===== config.mk =====
export PLATFORM = sky130hd
export DESIGN_NAME = servo_pwm_capture
export DESIGN_NICKNAME = d
export VERILOG_FILES = /design/src/rtl/servo_pwm_capture_pkg.sv /design/src/rtl/servo_pwm_capture_channel.sv /design/src/rtl/servo_pwm_capture.sv
export SDC_FILE = /design/constraint.sdc
export NUM_CORES = 1
export LEC_CHECK = 0
export ABC_AREA = 1
export BUFFER_PORTS_ARGS = -buffer_cell sky130_fd_sc_hd__buf_2
export CAP_MARGIN = 20
export CELL_PAD_IN_SITES_DETAIL_PLACEMENT = 0
export CELL_PAD_IN_SITES_GLOBAL_PLACEMENT = 1
export CORE_ASPECT_RATIO = 0.8
export CORE_MARGIN = 3
export CORE_UTILIZATION = 50
export CTS_BUF_LIST = sky130_fd_sc_hd__clkbuf_2 sky130_fd_sc_hd__clkbuf_4 sky130_fd_sc_hd__clkbuf_8
export CTS_CLUSTER_DIAMETER = 200
export DETAILED_ROUTE_END_ITERATION = 7
export GPL_TIMING_DRIVEN = 0
export PLACE_DENSITY = 0.9
export SETUP_SLACK_MARGIN = 0.02
export SLEW_MARGIN = 0
export SYNTH_ARGS = -nofsm -noshare
export SYNTH_HDL_FRONTEND = slang
export SYNTH_SLANG_ARGS = --single-unit

===== constraint.sdc =====
create_clock -name PCLK -period 4.1 [get_ports PCLK]
set_clock_uncertainty 0.15 [all_clocks]
set_input_delay 0.205 -clock PCLK [delete_from_list [all_inputs] [get_ports PCLK]]
set_output_delay 0.205 -clock PCLK [all_outputs]
set_load 0.01 [all_outputs]

===== src/rtl/servo_pwm_capture_pkg.sv =====
// Shared register map and constants for the servo PWM capture block.
// The servo generator reuses the same offsets.
package servo_pwm_capture_pkg;

   localparam int unsigned DEFAULT_TIMEOUT = 4000000;

   localparam logic [7:0] X_WIDTH_OFS  = 8'h00;
   localparam logic [7:0] Y_WIDTH_OFS  = 8'h04;
   localparam logic [7:0] X_PERIOD_OFS = 8'h08;
   localparam logic [7:0] Y_PERIOD_OFS = 8'h0C;
   localparam logic [7:0] STATUS_OFS   = 8'h10;
   localparam logic [7:0] CTRL_OFS     = 8'h14;

   localparam int unsigned ST_X_VALID = 0;
   localparam int unsigned ST_Y_VALID = 1;
   localparam int unsigned ST_X_NEW   = 2;
   localparam int unsigned ST_Y_NEW   = 3;
   localparam int unsigned ST_X_LOST  = 4;
   localparam int unsigned ST_Y_LOST  = 5;

   localparam int unsigned CTRL_ENABLE = 0;

   typedef enum logic [2:0] {
      REG_X_WIDTH  = X_WIDTH_OFS[4:2],
      REG_Y_WIDTH  = Y_WIDTH_OFS[4:2],
      REG_X_PERIOD = X_PERIOD_OFS[4:2],
      REG_Y_PERIOD = Y_PERIOD_OFS[4:2],
      REG_STATUS   = STATUS_OFS[4:2],
      REG_CTRL     = CTRL_OFS[4:2]
   } reg_sel_e;

endpackage


===== src/rtl/servo_pwm_capture_channel.sv =====
// One PWM capture channel: synchronizer, edge detect, high-time and period
// counters with saturation at TIMEOUT, captured WIDTH/PERIOD and VALID.
module pwm_capture_channel
   import servo_pwm_capture_pkg::*;
#(
   parameter int unsigned TIMEOUT = DEFAULT_TIMEOUT,
   parameter int unsigned CNT_W   = 32
) (
   input  logic             clk,
   input  logic             rst_n,
   input  logic             enable,
   input  logic             pwm_in,
   output logic [CNT_W-1:0] width,
   output logic [CNT_W-1:0] period,
   output logic             valid,
   output logic             capture_evt,
   output logic             lost_evt
);

   localparam logic [CNT_W-1:0] TMO    = CNT_W'(TIMEOUT);
   localparam logic [CNT_W-1:0] TMO_M1 = CNT_W'(TIMEOUT - 1);

   logic             s1_q, s1_d, s2_q, s2_d, dly_q, dly_d;
   logic [2:0]       prime_q, prime_d;
   logic [CNT_W-1:0] hc_q, hc_d, pc_q, pc_d;
   logic [CNT_W-1:0] width_q, width_d, period_q, period_d;
   logic             armed_q, armed_d, valid_q, valid_d;
   logic             rise, fall;

   always_comb begin
      s1_d     = pwm_in;
      s2_d     = s1_q;
      dly_d    = s2_q;
      prime_d  = {prime_q[1:0], 1'b1};
      hc_d     = hc_q;
      pc_d     = pc_q;
      width_d  = width_q;
      period_d = period_q;
      armed_d  = armed_q;
      valid_d  = valid_q;
      capture_evt = 1'b0;
      lost_evt    = 1'b0;

      // Edges are ignored until the sync/delay pipeline holds real samples,
      // so a pin already high when reset releases is not taken as a rise.
      rise = prime_q[2] & s2_q & ~dly_q;
      fall = prime_q[2] & ~s2_q & dly_q;

      if (!enable) begin
         hc_d    = '0;
         pc_d    = '0;
         armed_d = 1'b0;
         valid_d = 1'b0;
      end else begin
         // hc == 0 marks a pulse whose rise was not seen; it is never captured.
         if (rise) begin
            hc_d = CNT_W'(1);
         end else if (fall) begin
            if (hc_q != '0) width_d = hc_q;
            hc_d = '0;
         end else if (s2_q && (hc_q != '0) && (hc_q != TMO)) begin
            hc_d = hc_q + CNT_W'(1);
         end

         if (rise) begin
            if (armed_q) begin
               period_d    = pc_q;
               valid_d     = 1'b1;
               capture_evt = 1'b1;
            end
            pc_d    = CNT_W'(1);
            armed_d = 1'b1;
         end else if (pc_q != TMO) begin
            pc_d = pc_q + CNT_W'(1);
            if (pc_q == TMO_M1) begin
               armed_d  = 1'b0;
               valid_d  = 1'b0;
               lost_evt = 1'b1;
            end
         end
      end

      width  = width_q;
      period = period_q;
      valid  = valid_q;
   end

   always_ff @(posedge clk or negedge rst_n) begin
      if (!rst_n) begin
         s1_q     <= 1'b0;
         s2_q     <= 1'b0;
         dly_q    <= 1'b0;
         prime_q  <= '0;
         hc_q     <= '0;
         pc_q     <= '0;
         width_q  <= '0;
         period_q <= '0;
         armed_q  <= 1'b0;
         valid_q  <= 1'b0;
      end else begin
         s1_q     <= s1_d;
         s2_q     <= s2_d;
         dly_q    <= dly_d;
         prime_q  <= prime_d;
         hc_q     <= hc_d;
         pc_q     <= pc_d;
         width_q  <= width_d;
         period_q <= period_d;
         armed_q  <= armed_d;
         valid_q  <= valid_d;
      end
   end

endmodule


===== src/rtl/servo_pwm_capture.sv =====
// APB3 slave measuring high-time and period of two servo PWM inputs.
// Holds the APB decode, STATUS/CTRL registers and the read mux.
module servo_pwm_capture
   import servo_pwm_capture_pkg::*;
#(
   parameter int unsigned TIMEOUT = DEFAULT_TIMEOUT,
   parameter int unsigned CNT_W   = 32
) (
   input  logic        PCLK,
   input  logic        PRESERN,
   input  logic        PSEL,
   input  logic        PENABLE,
   input  logic        PWRITE,
   input  logic [31:0] PADDR,
   input  logic [31:0] PWDATA,
   output logic [31:0] PRDATA,
   output logic        PREADY,
   output logic        PSLVERR,
   input  logic        x_pwm_in,
   input  logic        y_pwm_in
);

   logic [CNT_W-1:0] x_width, x_period, y_width, y_period;
   logic             x_valid, y_valid, x_cap, y_cap, x_lost, y_lost;
   logic             enable_q, enable_d;
   logic [1:0]       new_q, new_d, lost_q, lost_d;
   logic             wr_en, sts_wr, ctrl_wr;
   logic [31:0]      status;
   reg_sel_e         sel;
   logic             unused_apb;

   pwm_capture_channel #(.TIMEOUT(TIMEOUT), .CNT_W(CNT_W)) u_x (
      .clk(PCLK), .rst_n(PRESERN), .enable(enable_q), .pwm_in(x_pwm_in),
      .width(x_width), .period(x_period), .valid(x_valid),
      .capture_evt(x_cap), .lost_evt(x_lost)
   );

   pwm_capture_channel #(.TIMEOUT(TIMEOUT), .CNT_W(CNT_W)) u_y (
      .clk(PCLK), .rst_n(PRESERN), .enable(enable_q), .pwm_in(y_pwm_in),
      .width(y_width), .period(y_period), .valid(y_valid),
      .capture_evt(y_cap), .lost_evt(y_lost)
   );

   always_comb begin
      sel     = reg_sel_e'(PADDR[4:2]);
      wr_en   = PSEL & PENABLE & PWRITE;
      sts_wr  = wr_en && (sel == REG_STATUS);
      ctrl_wr = wr_en && (sel == REG_CTRL);

      enable_d = ctrl_wr ? PWDATA[CTRL_ENABLE] : enable_q;

      // Hardware set wins over a same-cycle write-one-to-clear.
      new_d[0]  = (new_q[0]  & ~(sts_wr & PWDATA[ST_X_NEW]))  | x_cap;
      new_d[1]  = (new_q[1]  & ~(sts_wr & PWDATA[ST_Y_NEW]))  | y_cap;
      lost_d[0] = (lost_q[0] & ~(sts_wr & PWDATA[ST_X_LOST])) | x_lost;
      lost_d[1] = (lost_q[1] & ~(sts_wr & PWDATA[ST_Y_LOST])) | y_lost;

      status             = '0;
      status[ST_X_VALID] = x_valid;
      status[ST_Y_VALID] = y_valid;
      status[ST_X_NEW]   = new_q[0];
      status[ST_Y_NEW]   = new_q[1];
      status[ST_X_LOST]  = lost_q[0];
      status[ST_Y_LOST]  = lost_q[1];

      PRDATA = '0;
      if (PSEL && !PWRITE) begin
         case (sel)
            REG_X_WIDTH:  PRDATA = 32'(x_width);
            REG_Y_WIDTH:  PRDATA = 32'(y_width);
            REG_X_PERIOD: PRDATA = 32'(x_period);
            REG_Y_PERIOD: PRDATA = 32'(y_period);
            REG_STATUS:   PRDATA = status;
            REG_CTRL:     PRDATA = {31'd0, enable_q};
            default:      PRDATA = '0;
         endcase
      end

      PREADY     = 1'b1;
      PSLVERR    = 1'b0;
      unused_apb = ^{PADDR[31:5], PADDR[1:0], PWDATA[31:6], PWDATA[1]};
   end

   always_ff @(posedge PCLK or negedge PRESERN) begin
      if (!PRESERN) begin
         enable_q <= 1'b1;
         new_q    <= '0;
         lost_q   <= '0;
      end else begin
         enable_q <= enable_d;
         new_q    <= new_d;
         lost_q   <= lost_d;
      end
   end

endmodule

# Yosys cells after proc, flatten, opt, wreduce, memory -nomap -nowiden
# Index checks and enable logic that the tools add are counted.
[totals] ff_bits=277 out_inout_bits=34 word_cells=141 in_bits=71
[op_classes] eq_ne=19 bitwise=32 add_sub_neg=4 reduce_logical=19 muxes=44
[op_table] cell="$mux W32" count=15
[op_table] cell="$pmux W32 S6" count=1
[op_table] cell="$add A32 B1 Y32 const B" count=4
[op_table] cell="$ne A32 B22 Y1 const B" count=4
[op_table] cell="$eq A32 B22 Y1 const B" count=2
[op_table] cell="$reduce_bool A32 Y1" count=2
[op_table] cell="$mux W1" count=28
[op_table] cell="$and A1 B1 Y1" count=18
[op_table] cell="$ne A3 B1 Y1 const B" count=4
[op_table] cell="$reduce_and A3 Y1" count=4
[op_table] cell="$not A1 Y1" count=10
[op_table] cell="$ne A4 B1 Y1 const B" count=2
[op_table] cell="$reduce_and A4 Y1" count=2
[op_table] cell="$logic_and A1 B1 Y1" count=7
[op_table] cell="$eq A3 B2 Y1 const B" count=2
[op_table] cell="$eq A3 B3 Y1 const B" count=2
[op_table] cell="$ne A3 B2 Y1 const B" count=2
[op_table] cell="$or A1 B1 Y1" count=4
[op_table] cell="$reduce_and A2 Y1" count=2
[op_table] cell="$eq A3 B1 Y1 const B" count=1
[op_table] cell="$logic_not A3 Y1" count=1
[op_table] cell="$logic_not A1 Y1" count=1

# Longest topological paths before layout
# Gate-level depths: netlist of the first run.
[depth] depth_word=7 ltp_mapped=13 depth_no_buf=12

# Modules after synthesis
# A second synthesis of the first run with hierarchy kept.
[hier_totals] hier_cells=2230 area_unflattened_um2=15866.5
[by_module_without_submodules] mod="pwm_capture_channel" cells_per_inst=949 instances=2 area_each_um2=7148.1 seq_area_each_um2=3403.3
[by_module_without_submodules] mod="servo_pwm_capture" cells_per_inst=332 instances=1 area_each_um2=1570.3 seq_area_each_um2=126.4

# Least setup slack after synthesis of the first run
# Ideal clock, no wire load.
[synth_path] kind="register -> register" from="register u_y.hc_q[0]" to="register u_y.hc_q[5]" setup_time_ns=0.127 path_stages_with_launch=13 slack_ns=2.234 n_path_buf=1 required_ns=3.823 t_arrival_ns=1.589 synth_period_minus_slack_ns=1.866 cell_sequence="dfrtp_1 -> inv_1 -> ha_1 -> nand2_1 -> nor2_1 -> nand2_1 -> nor2_1 -> nor2_1 -> nand2_2 -> nand2_2 -> buf_2 -> nand2_1 -> o21ai_0"
[synth_via] elab_chain_cells=5 elab_cells_between_ends=10 classes_between="add/sub: 1; eq/ne: 2; mux: 4; reduce/logical: 3"
[synth_lines] item="start: declaration" line="servo_pwm_capture_channel.sv:25" source="logic [CNT_W-1:0] hc_q, hc_d, pc_q, pc_d;"
[synth_lines] item="start signal: assignment" line="servo_pwm_capture_channel.sv:94" source="hc_q <= '0;"
[synth_lines] item="start signal: assignment" line="servo_pwm_capture_channel.sv:105" source="hc_q <= hc_d;"
[synth_lines] item="$add A32 B1 Y32" line="servo_pwm_capture_channel.sv:62" source="hc_d = hc_q + CNT_W'(1);"
[synth_lines] item="$mux W32" line="servo_pwm_capture_channel.sv:61" source="end else if (s2_q && (hc_q != '0) && (hc_q != TMO)) begin"
[synth_lines] item="$mux W32" line="servo_pwm_capture_channel.sv:58" source="end else if (fall) begin"
[synth_lines] item="$mux W32" line="servo_pwm_capture_channel.sv:56" source="if (rise) begin"
[synth_lines] item="$mux W32" line="servo_pwm_capture_channel.sv:49" source="if (!enable) begin"
# Parallel ways exist; a longest one is shown, timed or not. The select of a mux whose other input is x is not followed.
# A chain may end at the register's enable or synchronous reset.

# Worst setup path in the final report of the first run
[layout_path] from="input PADDR[3]" to="output PRDATA[4]"
[layout_via] elab_chain_cells=3 elab_cells_between_ends=8 classes_between="eq/ne: 5; mux: 2; reduce/logical: 1"
[layout_lines] item="start: declaration" line="servo_pwm_capture.sv:14" source="input logic [31:0] PADDR,"
[layout_lines] item="$eq A3 B3 Y1, or another cell as far along" line="servo_pwm_capture.sv:68" source="case (sel)"
[layout_lines] item="$pmux W32 S6 (*)" line="servo_pwm_capture.sv:68"
[layout_lines] item="$mux W32 (*)" line="servo_pwm_capture.sv:67" source="if (PSEL && !PWRITE) begin"
[layout_lines] item="end: declaration" line="servo_pwm_capture.sv:16" source="output logic [31:0] PRDATA,"
# Mark *: on every way between the ends. The rest lies on a longest branch, timed or not.

==> results of run 1 <==
## registers in the layout, summed over array words and instances, names as in the netlist
| name | count |
|---|---|
| enable_q | 1 |
| lost_q | 2 |
| new_q | 2 |
| u_x.armed_q | 1 |
| u_x.dly_d | 1 |
| u_x.dly_q | 1 |
| u_x.hc_q | 32 |
| u_x.pc_q | 32 |
| u_x.period | 32 |
| u_x.prime_q | 1 |
| u_x.s1_q | 1 |
| u_x.valid | 1 |
| u_x.width | 32 |
| u_y.armed_q | 1 |
| u_y.dly_d | 1 |
| u_y.dly_q | 1 |
| u_y.hc_q | 32 |
| u_y.pc_q | 32 |
| u_y.period | 32 |
| u_y.prime_q | 2 |
| u_y.s1_q | 1 |
| u_y.valid | 1 |
| u_y.width | 32 |
## cell usage in the layout, fill, tap and decap left out, types with 13 or more instances in the layout
master,Yosys,final
nand2_1,534,534
nor2_1,274,274
dfrtp_1,273,273
inv_1,194,194
nand3_1,184,184
o21ai_0,159,159
nand4_1,84,84
buf_2,25,69
nor3_1,62,62
clkbuf_8,0,56
clkbuf_1,42,42
a21oi_1,40,40
a22oi_1,30,30
a31oi_1,28,28
o21ai_1,18,18
xor2_1,18,18
nor2_2,13,13
dlygate4sd3_1,0,13
## power by group
group          leakage [nW]  total (W)  switching, W  internal (W)
sequential             3.77    0.00297      0.000135       0.00284
combinational          3.16    0.00113      0.000793      0.000334
clock                 0.507    0.00264       0.00117       0.00147
## worst min-delay path: cells and delay by family
family / cells / cell delay [ps]
AO/OA/AOI/OAI: 1 / 80
AND/OR/NAND/NOR: 3 / 310
buffers and inverters: 1 / 140
## layer usage
metal  vias up  GRT usage [%]  routed length (µm)
met4         0          9.128                1462
met2       650          47.06               21890
met5         -              0                   0
met3        97          6.593                4796
li1       7118              -                   -
met1      7263          46.58               23820
## through the flow
stage               total power (W)  worst slack [ps]  hold WS, ps
detailed placement         0.004113              1654        38.64
floorplan                  0.003702              2234       -240.6
global route               0.007030              1398        42.76
global placement           0.004084             -2453        164.5
finish                     0.006734              1450        38.55
CTS                        0.006750              1649        3.623
## final timing paths
kind	start	end	slack (ps)	cells after the start
worst max-delay path	PADDR[3]	PRDATA[4]	1450	7
worst min-delay path	PADDR[4]	new_q[1]	40	5
worst max register to register	u_x.hc_q[0]	u_x.width[24]	1640	10
worst min register to register	u_x.s1_q	u_x.dly_d	200	0
max in group asynchronous	PRESERN	u_y.width[26]	2270	4
min in group asynchronous	PRESERN	u_x.pc_q[21]	530	3
## cell families (layout without fill, tap and decap cells)
| group | after synthesis | count (layout) | share of synthesized area, % |
|---|---|---|---|
| AO/OA/AOI/OAI | 296 | 296 | 10.86 |
| XOR/XNOR | 18 | 18 | 1.030 |
| adder cells (fa/ha/maj) | 8 | 8 | 0.6540 |
| buffers and inverters | 296 | 434 | 8.248 |
| flip-flops | 274 | 274 | 44.81 |
| multiplexers | 5 | 5 | 0.3678 |
| other | 2 | 3 | 0.04907 |
| AND/OR/NAND/NOR | 1191 | 1191 | 33.98 |
## cell type report
cell class                      instances  share of cell area [%]
Timing Repair Buffer                   60                   2.443
Clock inverter                         10                  0.6470
Tap cell                              406                   2.952
Inverter                              204                   4.457
Sequential cell                       274                   39.85
Clock buffer                           68                   5.002
Multi-Input combinational cell       1521                   41.77
Buffer                                 92                   2.879
==> impl_metrics.prom, run 1 <==
# TYPE chip_impl_metric gauge
chip_impl_metric{name="setup-violations-final",unit=""} 0
chip_impl_metric{name="floorplan.io_pins",unit=""} 105
chip_impl_metric{name="cts_buffers",unit=""} 45
chip_impl_metric{name="dp.cells",unit=""} 2544
chip_impl_info{name="post_synth_main_area_contributors",value="dfrtp_1 (45%), nand2_1 (13%), nor2_1 (6.7%)"} 1
chip_impl_metric{name="worst_ir_drop_vdd",unit="µV"} 313.8
chip_impl_metric{name="grt_start_max_net_pins",unit=""} 122
chip_impl_metric{name="global_route_wire_length_before_repair",unit="µm"} 80230
chip_impl_info{name="criticalPathCategory",value="input pin to output pin"} 1
chip_impl_metric{name="globalRouteOverflowTotal",unit=""} 0
chip_impl_metric{name="num_antenna_cells",unit=""} 0
chip_impl_info{name="cp-start-kind",value="input pin"} 1
chip_impl_metric{name="core",unit="µm²"} 29710
chip_impl_metric{name="netlist-cell-type-count",unit=""} 47
chip_impl_metric{name="drt_iter0_drc",unit=""} 1695
chip_impl_metric{name="finish.cell_count_without_fillers",unit=""} 2635
chip_impl_metric{name="yosysWarnings",unit=""} 0
chip_impl_info{name="cts.root.buffer_cell",value="clkbuf_8"} 1
chip_impl_metric{name="layout.nets",unit=""} 2277
chip_impl_metric{name="route.antenna.remaining_nets",unit=""} 0
chip_impl_metric{name="worstPathBufferInverterCount",unit=""} 4
chip_impl_metric{name="post_drt_wl_per_cell",unit="µm"} 19.72
chip_impl_metric{name="finalWirelength",unit="µm"} 51970
chip_impl_metric{name="regArea",unit="µm²"} 6858
chip_impl_metric{name="post-route-util",unit="%"} 57.93
chip_impl_metric{name="cap_violations",unit=""} 0
chip_impl_metric{name="total_negative_slack",unit="ps"} 0
chip_impl_metric{name="start_util",unit="%"} 51.52
chip_impl_metric{name="number_of_global_route_vias_before_repair",unit=""} 14194
chip_impl_metric{name="num_rows",unit=""} 56
chip_impl_info{name="synth_top_area_cell",value="dfrtp_1"} 1
chip_impl_metric{name="numPortBuffers",unit=""} 45
chip_impl_metric{name="finalInstanceArea",unit="µm²"} 17210
chip_impl_metric{name="final-hold-violation-count",unit=""} 0
chip_impl_info{name="yosys.cell_count.top_type",value="nand2_1"} 1
chip_impl_metric{name="clock_tree.buffer_depth",unit=""} 3
chip_impl_metric{name="worst_pin_slew",unit="ps"} 971.5
chip_impl_metric{name="drc",unit=""} 0
chip_impl_metric{name="detailed_place.area",unit="µm²"} 16110
chip_impl_info{name="timing.critical_path.cells",value="buf_2, clkinv_1, nor3_1, buf_2, a22oi_1, a41oi_1, buf_2"} 1
chip_impl_metric{name="cts_hold_repair.buffers",unit=""} 13
chip_impl_metric{name="route.vias.total",unit=""} 15128
chip_impl_metric{name="post-route-period-util",unit="%"} 64.65
chip_impl_metric{name="critical_path_arrival",unit="ps"} 2300
chip_impl_metric{name="synthesis.area_per_instance",unit="µm²"} 7.323
chip_impl_metric{name="synth.yosys.seq_area_share",unit="%"} 44.81
chip_impl_info{name="timing.critical_path.to_type",value="output pin"} 1
chip_impl_info{name="commonest_cells_in_the_netlist",value="nand2_1 (534), nor2_1 (274), dfrtp_1 (273), inv_1 (194), nand3_1 (184)"} 1
chip_impl_metric{name="number_of_filler_instances_in_the_final_layout",unit=""} 2933
chip_impl_info{name="critPathSlowestCell",value="a41oi_1"} 1
chip_impl_info{name="cp_top_family",value="buffers and inverters"} 1
chip_impl_metric{name="netlist_area",unit="µm²"} 15310
chip_impl_metric{name="dpl.hpwl",unit="µm"} 40090
chip_impl_metric{name="postCtsSetupRepairBufs",unit=""} 0
chip_impl_metric{name="max_frequency",unit="MHz"} 377.3
chip_impl_metric{name="timing.final.max_slew_violations",unit=""} 0
chip_impl_metric{name="die_height",unit="µm"} 162.5
chip_impl_metric{name="static_leakage",unit="nW"} 7.430
chip_impl_metric{name="cts.htree.levels",unit=""} 2
chip_impl_metric{name="dieArea",unit="µm²"} 32760
chip_impl_metric{name="worst_slew_margin_rel",unit="%"} 35.23
chip_impl_info{name="ys.flop_type",value="dfrtp_1"} 1
chip_impl_metric{name="synthDominantCellAreaShare",unit="%"} 44.63
chip_impl_metric{name="cts.sink_count",unit=""} 274
chip_impl_info{name="clock_tree_from_tritoncts",value="built"} 1
chip_impl_info{name="hold_path.class",value="input pin to flip-flop"} 1
chip_impl_metric{name="postSynth.asyncResetShare",unit="%"} 100.0
chip_impl_metric{name="cts-resized-gates",unit=""} 0
chip_impl_metric{name="crit_path_max_incr_delay",unit="ps"} 560
chip_impl_metric{name="critical_path.max_fanout",unit=""} 10
chip_impl_metric{name="gpl.final_weighted_congestion",unit=""} 0.9818
chip_impl_metric{name="ratio_of_total_power_to_cell_area",unit="nW/µm²"} 391.3
chip_impl_metric{name="worstPathRequired",unit="ps"} 3740
chip_impl_metric{name="synth_seq_cells",unit=""} 274
chip_impl_info{name="status",value="finished clean"} 1
chip_impl_metric{name="gate_count_after_technology_mapping",unit=""} 2090
chip_impl_metric{name="clkLatencyLatePin",unit="ps"} 590
chip_impl_metric{name="layout-area-overhead-vs-synth",unit="%"} 12.44
chip_impl_metric{name="drive_above_1_share",unit="%"} 10.14
chip_impl_metric{name="fp.dieW",unit="µm"} 201.6
chip_impl_metric{name="grt_antenna_before_repair",unit=""} 0
chip_impl_metric{name="clk_transition_reported_paths",unit="ps"} 60
chip_impl_metric{name="post_route_minimum_period",unit="ps"} 2650
chip_impl_metric{name="grtUsageTotal",unit="%"} 31.52
chip_impl_metric{name="multi_input_area",unit="µm²"} 7189
chip_impl_metric{name="detail_route.vias_per_cell",unit=""} 5.741
chip_impl_metric{name="synth-edff-count",unit=""} 0
chip_impl_metric{name="drtPass1Iterations",unit=""} 6
chip_impl_info{name="worst_path_most_repeated_cell",value="buf_2"} 1
chip_impl_info{name="rsz_0062_raised_after_global_routing",value="no"} 1
Note: power is estimated with default switching activity, not from simulation.
==> run 2: changes to the inputs <==
--- a/config.mk
+++ b/config.mk
@@ -5,19 +5,19 @@
 export SDC_FILE = /design/constraint.sdc
 export NUM_CORES = 1
 export LEC_CHECK = 0
-export ABC_AREA = 1
+export ABC_AREA = 0
 export BUFFER_PORTS_ARGS = -buffer_cell sky130_fd_sc_hd__buf_2
 export CAP_MARGIN = 20
 export CELL_PAD_IN_SITES_DETAIL_PLACEMENT = 0
 export CELL_PAD_IN_SITES_GLOBAL_PLACEMENT = 1
 export CORE_ASPECT_RATIO = 0.8
 export CORE_MARGIN = 3
-export CORE_UTILIZATION = 50
+export CORE_UTILIZATION = 45
 export CTS_BUF_LIST = sky130_fd_sc_hd__clkbuf_2 sky130_fd_sc_hd__clkbuf_4 sky130_fd_sc_hd__clkbuf_8
 export CTS_CLUSTER_DIAMETER = 200
 export DETAILED_ROUTE_END_ITERATION = 7
 export GPL_TIMING_DRIVEN = 0
-export PLACE_DENSITY = 0.9
+export PLACE_DENSITY = 0.81
 export SETUP_SLACK_MARGIN = 0.02
 export SLEW_MARGIN = 0
 export SYNTH_ARGS = -nofsm -noshare
==> constraint.sdc (replaced) <==
create_clock -name PCLK -period 2.3 [get_ports PCLK]
set_clock_uncertainty 0.15 [all_clocks]
set_input_delay 0.115 -clock PCLK [delete_from_list [all_inputs] [get_ports PCLK]]
set_output_delay 0.115 -clock PCLK [all_outputs]
set_load 0.01 [all_outputs]
==> run 2 against run 1 <==
Clock power grew 69%. Synthesized cell count shrank 41%. Global-route usage shrank 7.8 points. Largest power group unchanged. Critical path type is now flip-flop to flip-flop. Die area shrank 4.9%. Critical endpoint is now u_x.width[7]. Worst setup slack lost 1400 ps.
==> impl_metrics.prom, run 2 <==
# TYPE chip_impl_metric gauge
chip_impl_metric{name="timing.final.max_slew_violations",unit=""} 0
chip_impl_info{name="timing.critical_path.to_type",value="flip-flop"} 1
chip_impl_metric{name="grtUsageTotal",unit="%"} 23.71
chip_impl_metric{name="drt_iter0_drc",unit=""} 1010
chip_impl_info{name="synth_top_family_by_area",value="simple AND/OR/NAND/NOR gates"} 1
chip_impl_metric{name="drive_above_1_share",unit="%"} 27.95
chip_impl_metric{name="static_leakage",unit="nW"} 7.126
chip_impl_info{name="ys.flop_type",value="dfrtp_1"} 1
chip_impl_metric{name="grt_antenna_before_repair",unit=""} 0
chip_impl_info{name="yosys.cell_count.top_type",value="dfrtp_1"} 1
chip_impl_metric{name="r2r_setup_slack",unit="ps"} 8
chip_impl_metric{name="number_of_global_route_vias_before_repair",unit=""} 9915
chip_impl_metric{name="post_drt_wl_per_cell",unit="µm"} 20.78
chip_impl_metric{name="floorplan.io_pins",unit=""} 105
chip_impl_metric{name="dp_slack",unit="ps"} -578.5
chip_impl_metric{name="synthDominantCellAreaShare",unit="%"} 52.25
chip_impl_metric{name="p_clk_share",unit="%"} 44.5
chip_impl_metric{name="total_negative_slack",unit="ps"} 0
chip_impl_metric{name="cap_violations",unit=""} 0
chip_impl_metric{name="synthesis.area_per_instance",unit="µm²"} 10.57
chip_impl_metric{name="ratio_of_total_power_to_cell_area",unit="nW/µm²"} 631.0
chip_impl_metric{name="setup-violations-final",unit=""} 0
chip_impl_info{name="synth_top_area_cell",value="dfrtp_1"} 1
chip_impl_metric{name="p_int",unit="W"} 0.007603
chip_impl_metric{name="synth-edff-count",unit=""} 0
chip_impl_metric{name="cts.htree.levels",unit=""} 2
chip_impl_metric{name="synth_simple_gate_area_share",unit="%"} 18.85
chip_impl_metric{name="dieArea",unit="µm²"} 31150
chip_impl_metric{name="clk_transition_reported_paths",unit="ps"} 60
chip_impl_metric{name="yosysWarnings",unit=""} 0
chip_impl_metric{name="synth_seq_cells",unit=""} 274
chip_impl_metric{name="worstPathRequired",unit="ps"} 2600
chip_impl_metric{name="hold_slack",unit="ps"} 37.23
chip_impl_metric{name="switching_share",unit="%"} 24.17
chip_impl_metric{name="max_frequency",unit="MHz"} 436.4
chip_impl_info{name="clock_tree_from_tritoncts",value="built"} 1
chip_impl_metric{name="gpl.final_weighted_congestion",unit=""} 0.9478
chip_impl_metric{name="grt_start_max_net_pins",unit=""} 122
chip_impl_info{name="hold_path.class",value="input pin to flip-flop"} 1
chip_impl_metric{name="cts_buffers",unit=""} 45
chip_impl_metric{name="clkLatencyLatePin",unit="ps"} 570
chip_impl_info{name="final_common_cell",value="dfrtp_1"} 1
chip_impl_metric{name="layout-area-overhead-vs-synth",unit="%"} 21.53
chip_impl_metric{name="globalRouteOverflowTotal",unit=""} 0
chip_impl_metric{name="dpl.hpwl",unit="µm"} 25500
chip_impl_metric{name="finalWirelength",unit="µm"} 37060
chip_impl_metric{name="switching_power",unit="W"} 0.002423
chip_impl_metric{name="cts.sink_count",unit=""} 274
chip_impl_info{name="commonest_cells_in_the_netlist",value="dfrtp_1 (273), mux2_2 (110), nor2_1 (106), nand2_1 (84), a21oi_1 (61)"} 1
chip_impl_metric{name="synthXorXnorAreaFrac",unit="%"} 6.297
chip_impl_metric{name="drc",unit=""} 0
chip_impl_metric{name="drtPass1Iterations",unit=""} 6
chip_impl_info{name="criticalPathCategory",value="flip-flop to flip-flop"} 1
chip_impl_metric{name="netlist_area",unit="µm²"} 13080
chip_impl_metric{name="postSynth.asyncResetShare",unit="%"} 100.0
chip_impl_metric{name="die_height",unit="µm"} 158.5
chip_impl_metric{name="start_util",unit="%"} 46.00
chip_impl_metric{name="worst_slew_margin_rel",unit="%"} 46.43
chip_impl_metric{name="post-route-worst-setup-slack",unit="ps"} 8.374
chip_impl_metric{name="synth.yosys.seq_area_share",unit="%"} 52.45
chip_impl_metric{name="critical_path_arrival",unit="ps"} 2590
chip_impl_info{name="status",value="finished clean"} 1
chip_impl_metric{name="core",unit="µm²"} 28420
chip_impl_metric{name="global_route_wire_length_before_repair",unit="µm"} 57410
chip_impl_metric{name="gate_count_after_technology_mapping",unit=""} 1237
chip_impl_metric{name="worst_ir_drop_vdd",unit="µV"} 369.3
chip_impl_metric{name="finalPower",unit="W"} 0.01003
chip_impl_metric{name="post_route_minimum_period",unit="ps"} 2292
chip_impl_metric{name="num_antenna_cells",unit=""} 0
chip_impl_metric{name="synth_mux_area_share",unit="%"} 10.01
chip_impl_metric{name="synth_area_in_adders",unit="%"} 0.7656
chip_impl_metric{name="synth_compound_area_share",unit="%"} 8.794
chip_impl_info{name="final_cell_mix",value="dfrtp_1 (259), nor2_1 (105), mux2_2 (82)"} 1
chip_impl_metric{name="netlist-cell-type-count",unit=""} 56
chip_impl_info{name="rsz_0062_raised_after_global_routing",value="yes"} 1
chip_impl_metric{name="layout.nets",unit=""} 1461
chip_impl_metric{name="numPortBuffers",unit=""} 46
chip_impl_metric{name="final-hold-violation-count",unit=""} 0
chip_impl_metric{name="route.antenna.remaining_nets",unit=""} 0
chip_impl_metric{name="fp.dieW",unit="µm"} 196.6
chip_impl_info{name="cp-start-kind",value="flip-flop"} 1
chip_impl_metric{name="num_rows",unit=""} 55
chip_impl_metric{name="logic_gate_share_of_total_power",unit="%"} 6.4
chip_impl_metric{name="route.vias.total",unit=""} 10218
chip_impl_metric{name="clock_tree.buffer_depth",unit=""} 3
chip_impl_metric{name="critical_path.max_fanout",unit=""} 5
chip_impl_metric{name="post-route-period-util",unit="%"} 99.64
chip_impl_metric{name="detail_route.vias_per_cell",unit=""} 5.731
chip_impl_info{name="post_synth_main_area_contributors",value="dfrtp_1 (52%), mux2_2 (9.5%), xor2_1 (4.0%)"} 1
chip_impl_info{name="cts.root.buffer_cell",value="clkbuf_8"} 1
chip_impl_metric{name="share_of_power_burned_in_registers",unit="%"} 49.1
chip_impl_metric{name="worst_pin_slew",unit="ps"} 796.1
## run 2: kinds of logic (layout without fill, tap and decap cells)
logic type / count (synthesis) / in the layout
compound gates: 189 / 189
buf+inv: 89 / 264
flops: 274 / 274
fa+ha+maj: 8 / 8
xor+xnor: 94 / 94
simple gates: 464 / 464
mux: 117 / 117
other cells: 2 / 3
## run 2: worst paths after layout
path / startpoint / end / cells past startpoint
setup / recovery: u_x.hc_q[2] / u_x.width[7] / 7
hold / removal: y_pwm_in / u_y.s1_q / 2
setup reg to reg: u_x.hc_q[2] / u_x.width[7] / 7
hold reg to reg: u_y.prime_q[1] / u_x.prime_q[2] / 0
max in group asynchronous: PRESERN / u_y.pc_q[11] / 4
min in group asynchronous: PRESERN / u_x.pc_q[19] / 4
## run 2: power by group through the flow
stage                     registers, W  logic, W  clock network (W)
after floorplan                0.00498  0.000289                  0
after global placement         0.00500  0.000524                  0
after detailed placement       0.00500  0.000540                  0
after CTS                      0.00492  0.000606            0.00457
after global routing           0.00492  0.000709            0.00478
final                          0.00492  0.000642            0.00446
## run 2: what timing repair did
action / in CTS / in global routing
resized for setup: 85 / 102
endpoints found under the setup margin: 176 / 208
endpoints found under the hold margin: 280 / 0
hold buffers: 10 / 0
pin swaps: 6 / 13
cloned: 3 / 1
buffers inserted: 20 / 23
## run 2: final cells by class
cell class | instances | area (µm²)
fillers | 2461 | 12530
flip-flops and latches | 274 | 6875
multi-input cells | 875 | 6311
clock buffers | 75 | 932.1
repair buffers | 105 | 817.0
well taps | 370 | 462.9
plain buffers | 61 | 396.6
inverters | 20 | 77.57
clock inverters | 3 | 17.52
## run 2: routing by layer
layer / vias to the layer above / track usage (%) / routed length [µm]
li1: 4758 / - / -
met1: 5091 / 36.11 / 18180
met2: 293 / 33.66 / 15540
met3: 76 / 4.041 / 1989
met4: 0 / 9.532 / 1341
met5: - / 0 / 0
## run 2: through the flow
stage	instances	instance area, µm²	utilization [%]
2_1_floorplan	1238	13110	-
3_3_place_gp	1654	13800	48.55
3_5_place_dp	1656	13860	48.78
4_1_cts	1764	15410	54.22
5_1_grt	1783	15890	55.91
6_report	1783	15890	55.91
## run 2: critical path, stage by stage, from the launching register on
cell and delay [ps]:
dfrtp_2 430, buf_4 140, nor4_1 300, nand4_1 230, o31ai_4 260, buf_6 190
buf_8 140, mux2_2 330
